==> src/rtl/l1_mem_arbiter_pkg.sv <==
// Shared constants for the L1 line-fill arbiter: widths, FSM state codes, grant IDs.
// Build option: ARB_ROUND_ROBIN_EN selects round-robin tie breaking (see l1_mem_arbiter_arb_pick).
package l1_mem_arbiter_pkg;

  localparam int LINE_W = 256;
  localparam int ADDR_W = 32;
  localparam int OFFS_W = 5;

  localparam logic [1:0] ARB_IDLE     = 2'd0;
  localparam logic [1:0] ARB_MEM_WAIT = 2'd1;
  localparam logic [1:0] ARB_RESP     = 2'd2;

  localparam logic GNT_IC = 1'b0;
  localparam logic GNT_DC = 1'b1;

  // Memory works on whole lines, so the byte offset is always cleared.
  function automatic logic [ADDR_W-1:0] line_align(input logic [ADDR_W-1:0] addr);
    return {addr[ADDR_W-1:OFFS_W], {OFFS_W{1'b0}}};
  endfunction

endpackage

==> src/rtl/l1_mem_arbiter_arb_pick.sv <==
// Combinational winner select between icache and dcache line requests.
// ARB_ROUND_ROBIN_EN defined: ties go to the requester that did not win last; otherwise dcache wins ties.
module l1_mem_arbiter_arb_pick
  import l1_mem_arbiter_pkg::*;
(
  input  logic ic_req,
  input  logic dc_req,
  input  logic last_grant,
  output logic any_req,
  output logic grant
);

`ifndef ARB_ROUND_ROBIN_EN
  logic last_grant_unused_s;
  assign last_grant_unused_s = last_grant;
`endif

  // Winner select; a lone requester always wins.
  always_comb begin
    any_req = ic_req | dc_req;
    grant   = GNT_IC;
    if (ic_req && dc_req) begin
`ifdef ARB_ROUND_ROBIN_EN
      grant = (last_grant == GNT_IC) ? GNT_DC : GNT_IC;
`else
      grant = GNT_DC;
`endif
    end else if (dc_req) begin
      grant = GNT_DC;
    end else begin
      grant = GNT_IC;
    end
  end

endmodule

==> src/rtl/l1_mem_arbiter.sv <==
// Shares the single 256-bit line-fill memory port between L1 icache and dcache, one transaction at a time.
// Build option: ARB_ROUND_ROBIN_EN (round-robin tie breaking instead of fixed dcache priority).
module l1_mem_arbiter
  import l1_mem_arbiter_pkg::*;
(
  input  logic              CLK,
  input  logic              RESET,
  input  logic              ic_req,
  input  logic [ADDR_W-1:0] ic_addr,
  output logic [LINE_W-1:0] ic_data,
  output logic              ic_valid,
  input  logic              dc_req,
  input  logic              dc_we,
  input  logic [ADDR_W-1:0] dc_addr,
  input  logic [LINE_W-1:0] dc_wdata,
  output logic [LINE_W-1:0] dc_rdata,
  output logic              dc_valid,
  output logic              mem_req,
  output logic              mem_we,
  output logic [ADDR_W-1:0] mem_address,
  output logic [LINE_W-1:0] mem_wdata,
  input  logic [LINE_W-1:0] mem_data,
  input  logic              mem_valid,
  output logic              busy
);

  logic [1:0] state_r;
  logic       grant_r;
  logic       last_grant_r;
  logic       pick_any_s;
  logic       pick_grant_s;

  l1_mem_arbiter_arb_pick u_pick (
    .ic_req     (ic_req),
    .dc_req     (dc_req),
    .last_grant (last_grant_r),
    .any_req    (pick_any_s),
    .grant      (pick_grant_s)
  );

  // Transaction FSM; all outputs are registered here. Valid pulses coincide with the RESP cycle.
  always_ff @(posedge CLK) begin
    if (!RESET) begin
      state_r      <= ARB_IDLE;
      grant_r      <= GNT_IC;
      last_grant_r <= GNT_IC;
      ic_data      <= {LINE_W{1'b0}};
      ic_valid     <= 1'b0;
      dc_rdata     <= {LINE_W{1'b0}};
      dc_valid     <= 1'b0;
      mem_req      <= 1'b0;
      mem_we       <= 1'b0;
      mem_address  <= {ADDR_W{1'b0}};
      mem_wdata    <= {LINE_W{1'b0}};
      busy         <= 1'b0;
    end else begin
      ic_valid <= 1'b0;
      dc_valid <= 1'b0;
      case (state_r)
        ARB_IDLE: begin
          if (pick_any_s) begin
            grant_r <= pick_grant_s;
            mem_req <= 1'b1;
            busy    <= 1'b1;
            state_r <= ARB_MEM_WAIT;
            if (pick_grant_s == GNT_DC) begin
              mem_we      <= dc_we;
              mem_address <= line_align(dc_addr);
              mem_wdata   <= dc_wdata;
            end else begin
              mem_we      <= 1'b0;
              mem_address <= line_align(ic_addr);
              mem_wdata   <= {LINE_W{1'b0}};
            end
          end
        end
        ARB_MEM_WAIT: begin
          if (mem_valid) begin
            mem_req <= 1'b0;
            state_r <= ARB_RESP;
            if (grant_r == GNT_IC) begin
              ic_data  <= mem_data;
              ic_valid <= 1'b1;
            end else begin
              dc_valid <= 1'b1;
              // A write-back completes without disturbing the last delivered read line.
              if (!mem_we) begin
                dc_rdata <= mem_data;
              end
            end
          end
        end
        ARB_RESP: begin
          last_grant_r <= grant_r;
          busy         <= 1'b0;
          state_r      <= ARB_IDLE;
        end
        default: begin
          mem_req <= 1'b0;
          busy    <= 1'b0;
          state_r <= ARB_IDLE;
        end
      endcase
    end
  end

endmodule

==> config.mk <==
export PLATFORM = sky130hd
export DESIGN_NAME = l1_mem_arbiter
export DESIGN_NICKNAME = d
export VERILOG_FILES = /design/src/rtl/l1_mem_arbiter_pkg.sv /design/src/rtl/l1_mem_arbiter_arb_pick.sv /design/src/rtl/l1_mem_arbiter.sv
export SDC_FILE = /design/constraint.sdc
export NUM_CORES = 2
export LEC_CHECK = 0
export CAP_MARGIN = 25
export CORE_AREA = 2 2 536 538
export DETAILED_ROUTE_END_ITERATION = 6
export DIE_AREA = 0 0 538 540
export REMOVE_ABC_BUFFERS = 1
export SLEW_MARGIN = 20
export SYNTH_ARGS = -nofsm -noshare
export SYNTH_HDL_FRONTEND = slang
export SYNTH_SLANG_ARGS = --single-unit
==> constraint.sdc <==
create_clock -name CLK -period 2.3 [get_ports CLK]
set_input_delay 0.69 -clock CLK [delete_from_list [all_inputs] [get_ports CLK]]
set_output_delay 0.69 -clock CLK [all_outputs]
set_load 0.01 [all_outputs]
# Word level (Yosys, flattened, before mapping)
# Cells that the tools add are included.
# W data, S select, Z words.
[word_totals]
ff_bits = 808
inputBits = 582
out_inout_bits = 805
word_cells = 43
[op_classes]
n_eq_ne = 4
mux = 14
bitwise_logic = 5
n_reduce_logical = 9
[ops]
columns = ["cell", "count"]
rows = [
  ["$mux W256", 1],
  ["$mux W32", 1],
  ["$reduce_and A3 Y1", 3],
  ["$mux W1", 7],
  ["$reduce_and A2 Y1", 3],
  ["$mux W2", 2],
  ["$ne A2 B2 Y1 const B", 2],
  ["$not A1 Y1", 4],
  ["$pmux W2 S2", 1],
  ["$reduce_and A4 Y1", 1],
  ["$pmux W1 S3", 1],
  ["$eq A2 B1 Y1 const B", 1],
  ["$eq A2 B2 Y1 const B", 1],
  ["$logic_not A2 Y1", 1],
  ["$pmux W1 S2", 1],
  ["$logic_and A1 B1 Y1", 1],
  ["$or A1 B1 Y1", 1],
]

# Longest topological paths before layout
[depth]
ltp_word = 3
ltp_mapped = 8
mapped_depth_nobuf = 3

# Cells and area by module
# From an unflattened synthesis, not the netlist that was laid out.
[hier_totals]
hier_cells = 3267
hier_area_um2 = 29296.8
[by_module_without_submodules]
columns = ["module", "n_inst", "cells_per_inst", "area_each_um2", "seq_area_each_um2"]
rows = [
  ["l1_mem_arbiter", 1, 3265, 29286.8, 16095.4],
  ["l1_mem_arbiter_arb_pick", 1, 2, 10.0, 0.0],
]

# Least setup slack after synthesis
# No wires, ideal clock.
[synth_timing]
kind = "input to register"
from = "in dc_req"
to = "reg mem_address[12]"
setup_time_ns = 0.116
arrival_time_ns = 1.701
required_time_ns = 2.184
slack_ns = 0.483
stages = 6
n_path_buf = 3
cell_sequence = "buf_2 or2_2 buf_2 clkbuf_1 nand3_1 o211a_1"
[synth_between]
elab_chain_len = 3
elab_cells_between_ends = 6
classes_between = "mux (3); bitwise (1); reduce/logical (2)"
[synth_rtl]
columns = ["item", "line_no", "text"]
rows = [
  ["from (decl)", "l1_mem_arbiter.sv:12", "input logic dc_req,"],
  ["$mux W1 / $logic_and A1 B1 Y1 (equally long branches)", "l1_mem_arbiter_arb_pick.sv:28, l1_mem_arbiter_arb_pick.sv:22", ""],
  ["$mux W1", "l1_mem_arbiter_arb_pick.sv:22", "if (ic_req && dc_req) begin"],
  ["$mux W32", "l1_mem_arbiter.sv:66", "if (pick_grant_s == GNT_DC) begin"],
  ["to (signal assigned)", "l1_mem_arbiter.sv:53", "mem_address <= {ADDR_W{1'b0}};"],
  ["to (signal assigned)", "l1_mem_arbiter.sv:68", "mem_address <= line_align(dc_addr);"],
  ["to (signal assigned)", "l1_mem_arbiter.sv:72", "mem_address <= line_align(ic_addr);"],
  ["to (decl)", "l1_mem_arbiter.sv:20", "output logic [ADDR_W-1:0] mem_address,"],
]
# Several ways; a longest one is shown, not always the timed one.
# A chain may end at the register's enable or synchronous reset.

# Worst setup path in the final report
[layout_timing]
from = "reg dc_rdata[52]"
to = "out dc_rdata[52]"
[layout_lines]
columns = ["item", "line_no", "text"]
rows = [
  ["from (decl)", "l1_mem_arbiter.sv:16", "output logic [LINE_W-1:0] dc_rdata,"],
  ["from (signal assigned)", "l1_mem_arbiter.sv:49", "dc_rdata <= {LINE_W{1'b0}};"],
  ["from (signal assigned)", "l1_mem_arbiter.sv:88", "dc_rdata <= mem_data;"],
]
# No word-level cell between the ends.

==> results.json <==
{
  "yosysSeqAreaShare_pct": 52.5,
  "place_area_um2": 49500,
  "yosysTopAreaCell": "dfxtp_1",
  "numCtsBuffers": 106,
  "syn2layout_area_growth_pct": 71.2,
  "cp_max_fo": 2,
  "track_usage_pct": 14.5,
  "synth_edf_count": 0,
  "cts-root-buf": "clkbuf_16",
  "p_switching_mw": 10.6,
  "dr.pass1.iters": 5,
  "hold_class": "input pin to register",
  "fin_ws_ps": 73.6,
  "cellPowerDensity_nw_per_um2": 716,
  "clk_latency_ps": 830,
  "drv_cap": 0,
  "ant_nets": 0,
  "ys_types": 30,
  "slew_viol_final": 0,
  "chipHeight_um": 540,
  "clock_skew_ps": 62.8,
  "portBuffers": 1371,
  "dp_slack_ps": -187,
  "routed-via-count": 31100,
  "post_route_cells_drive_above_1_share_pct": 12.9,
  "grt_pass1_vias": 29400,
  "whs_ps": 333,
  "grt_pass1_wl_um": 282000,
  "cpLargestDelayFamily": "buffers and inverters",
  "yosys-top-cells-area": "dfxtp_1 53%, nand2_1 13%, mux2i_1 9.3%, o21ai_0 6.8%, a21boi_0 5.1%",
  "synthFlopType": "dfxtp_1",
  "drc": 0,
  "clock_path_buffers": 4,
  "cts_max_level": 3,
  "setup_violations": 0,
  "peakVddDrop_mv": 0.533,
  "seqPwrFrac_pct": 39.5,
  "max_freq_ghz": 0.449,
  "antenna_found_initial": 162,
  "relSlewSlack_pct": 65.2,
  "path_clk_slew_ps": 60,
  "syn_area_per_cell_um2": 8.63,
  "worstPathCellList": "clkdlybuf4s18_2",
  "cp_slowest_stage_delay_ps": 380,
  "leakage_nw": 22.8,
  "finalNonFillerCells": 8777,
  "drt_iter0_drc": 1807,
  "critPathBufInv": 1,
  "period_minus_slack_ps": 2230,
  "crit_slowest_cell": "clkdlybuf4s18_2",
  "power.share.clock_pct": 46.0,
  "crit_arrival_ps": 1540,
  "yosys.area.top_type_share_pct": 52.5,
  "start_kind": "register",
  "ys.warnings.count": 0,
  "cp_data_required_time_ps": 1610,
  "synth_cells": 3547,
  "internal_power_mw": 26.9,
  "wl_per_cell_um": 25.1,
  "avgViaCountPerCell": 3.54,
  "synth_area_um2": 30600,
  "design.final.nets": 5469,
  "dp_hpwl_um": 186000,
  "gr-total-overflow": 0,
  "hold_violations": 0,
  "p_sw_share_pct": 28.3,
  "finish.instance_area_um2": 52400,
  "worst-setup-path-type": "register to output pin",
  "tritoncts": "built",
  "tightest_slew_ps": 522,
  "crit_path_end_kind": "output pin",
  "clock-sinks": 803,
  "dieArea_um2": 291000,
  "row_count": 196,
  "core_um2": 284000,
  "grt_max_degree": 96,
  "finalCritPeriodShare_pct": 96.8,
  "ioPinCount": 1387,
  "outcome": "finished, final reports clean",
  "globalplace.congestion": 0.946,
  "yosys.cell_count.top_type": "nand2_1",
  "die_x_um": 538,
  "initial_core_util_pct": 10.8,
  "combPwrFrac_pct": 14.4,
  "synth-async-reset-ratio_pct": 0,
  "netlist_top_cells_count": "1027 x nand2_1, 803 x dfxtp_1, 414 x o21ai_0",
  "wirelength_um": 221000,
  "place_inst": 8541,
  "synth_seq_cells": 803,
  "rsz0062_at_grt": "no"
}
==> per-stage QoR <==
step	total power [mW]	util, %	setup TNS (ps)
floorplan	16.8	-	-5653610
global placement	20.9	17.4	-49800
detailed placement	20.9	17.4	-43600
CTS	38.2	18.4	0
global route	39.1	18.4	0
finish	37.6	18.4	0
==> cell families (layout without fill, tap and decap cells) <==
group,Yosys count,after routing,synth area share (%)
simple gates,1324,1324,17.6
compound gates,803,803,15.7
flops,803,803,52.5
buf+inv,333,1752,4.96
mux,283,283,9.25
other cells,1,50,0.0122
==> worst min-delay path, delay by kind of cell <==
family	cells	cell delay [ps]
AOI/OAI and AO/OA	1	140
buffers and inverters	2	270
==> cell type report <==
class,instances,area [um^2]
fill,32100,232000
sequential,803,16100
timing repair buffer,1561,14900
multi-input combinational,2415,13100
tap,3762,4710
clock buffer,139,2930
clock inverter,52,627
antenna,45,113
==> placed cells by master (no fill, tap or decap), drive strengths merged, types with 2 or more instances in the layout <==
master	instances
a21boi	260
and2	2
buf	304
bufinv	9
clkbuf	144
clkdlybuf4s15	161
clkdlybuf4s18	6
clkdlybuf4s50	570
clkinv	27
clkinvlp	2
conb	5
dfxtp	803
diode	45
dlygate4sd2	515
inv	14
mux2i	283
nand2	1027
nand3	283
nor2	3
nor3b	2
o211a	27
o21a	2
o21ai	514
or2	2
==> timing repair <==
action	in CTS	in global routing
cloned	0	0
endpoints found under the hold margin	0	0
setup buffers	0	0
gates resized for setup	1264	28
pin swaps	0	0
setup endpoints to repair	741	20
hold buffers	0	0
==> power by group through the flow <==
stage | logic [mW] | registers [mW] | clock network [mW]
after floorplan | 1.44 | 15.4 | 0
after global placement | 5.80 | 15.1 | 0
after detailed placement | 5.79 | 15.2 | 0
after CTS | 5.50 | 14.8 | 17.9
after global routing | 5.81 | 14.9 | 18.4
final | 5.41 | 14.8 | 17.3
==> state kept, by name, summed over array words and instances (netlist names) <==
| name | cells |
|---|---|
| grant_r | 1 |
| ic_data | 256 |
| mem_we | 1 |
| mem_req | 1 |
| busy | 1 |
| mem_address | 27 |
| dc_valid | 1 |
| ic_valid | 1 |
| state_r | 2 |
| dc_rdata | 256 |
| mem_wdata | 256 |
==> worst paths after layout <==
check | start | to | slack [ps] | cells after the start
worst min-delay path | RESET | mem_wdata[129] | 330 | 3
worst max register to register | state_r[1] | dc_rdata[51] | 490 | 6
worst min register to register | ic_data[69] | ic_data[69] | 440 | 2
worst max-delay path | dc_rdata[52] | dc_rdata[52] | 70 | 1
==> routing by layer <==
layer  vias to the layer above  wire length, um  global-route usage, %
li1                      14700                -                      -
met1                     14500            84300                   16.1
met2                      1384            95400                   22.4
met3                       397            32200                   8.98
met4                        86             8180                   5.29
met5                         -              563                      0
(Power assumes the default switching activity.)
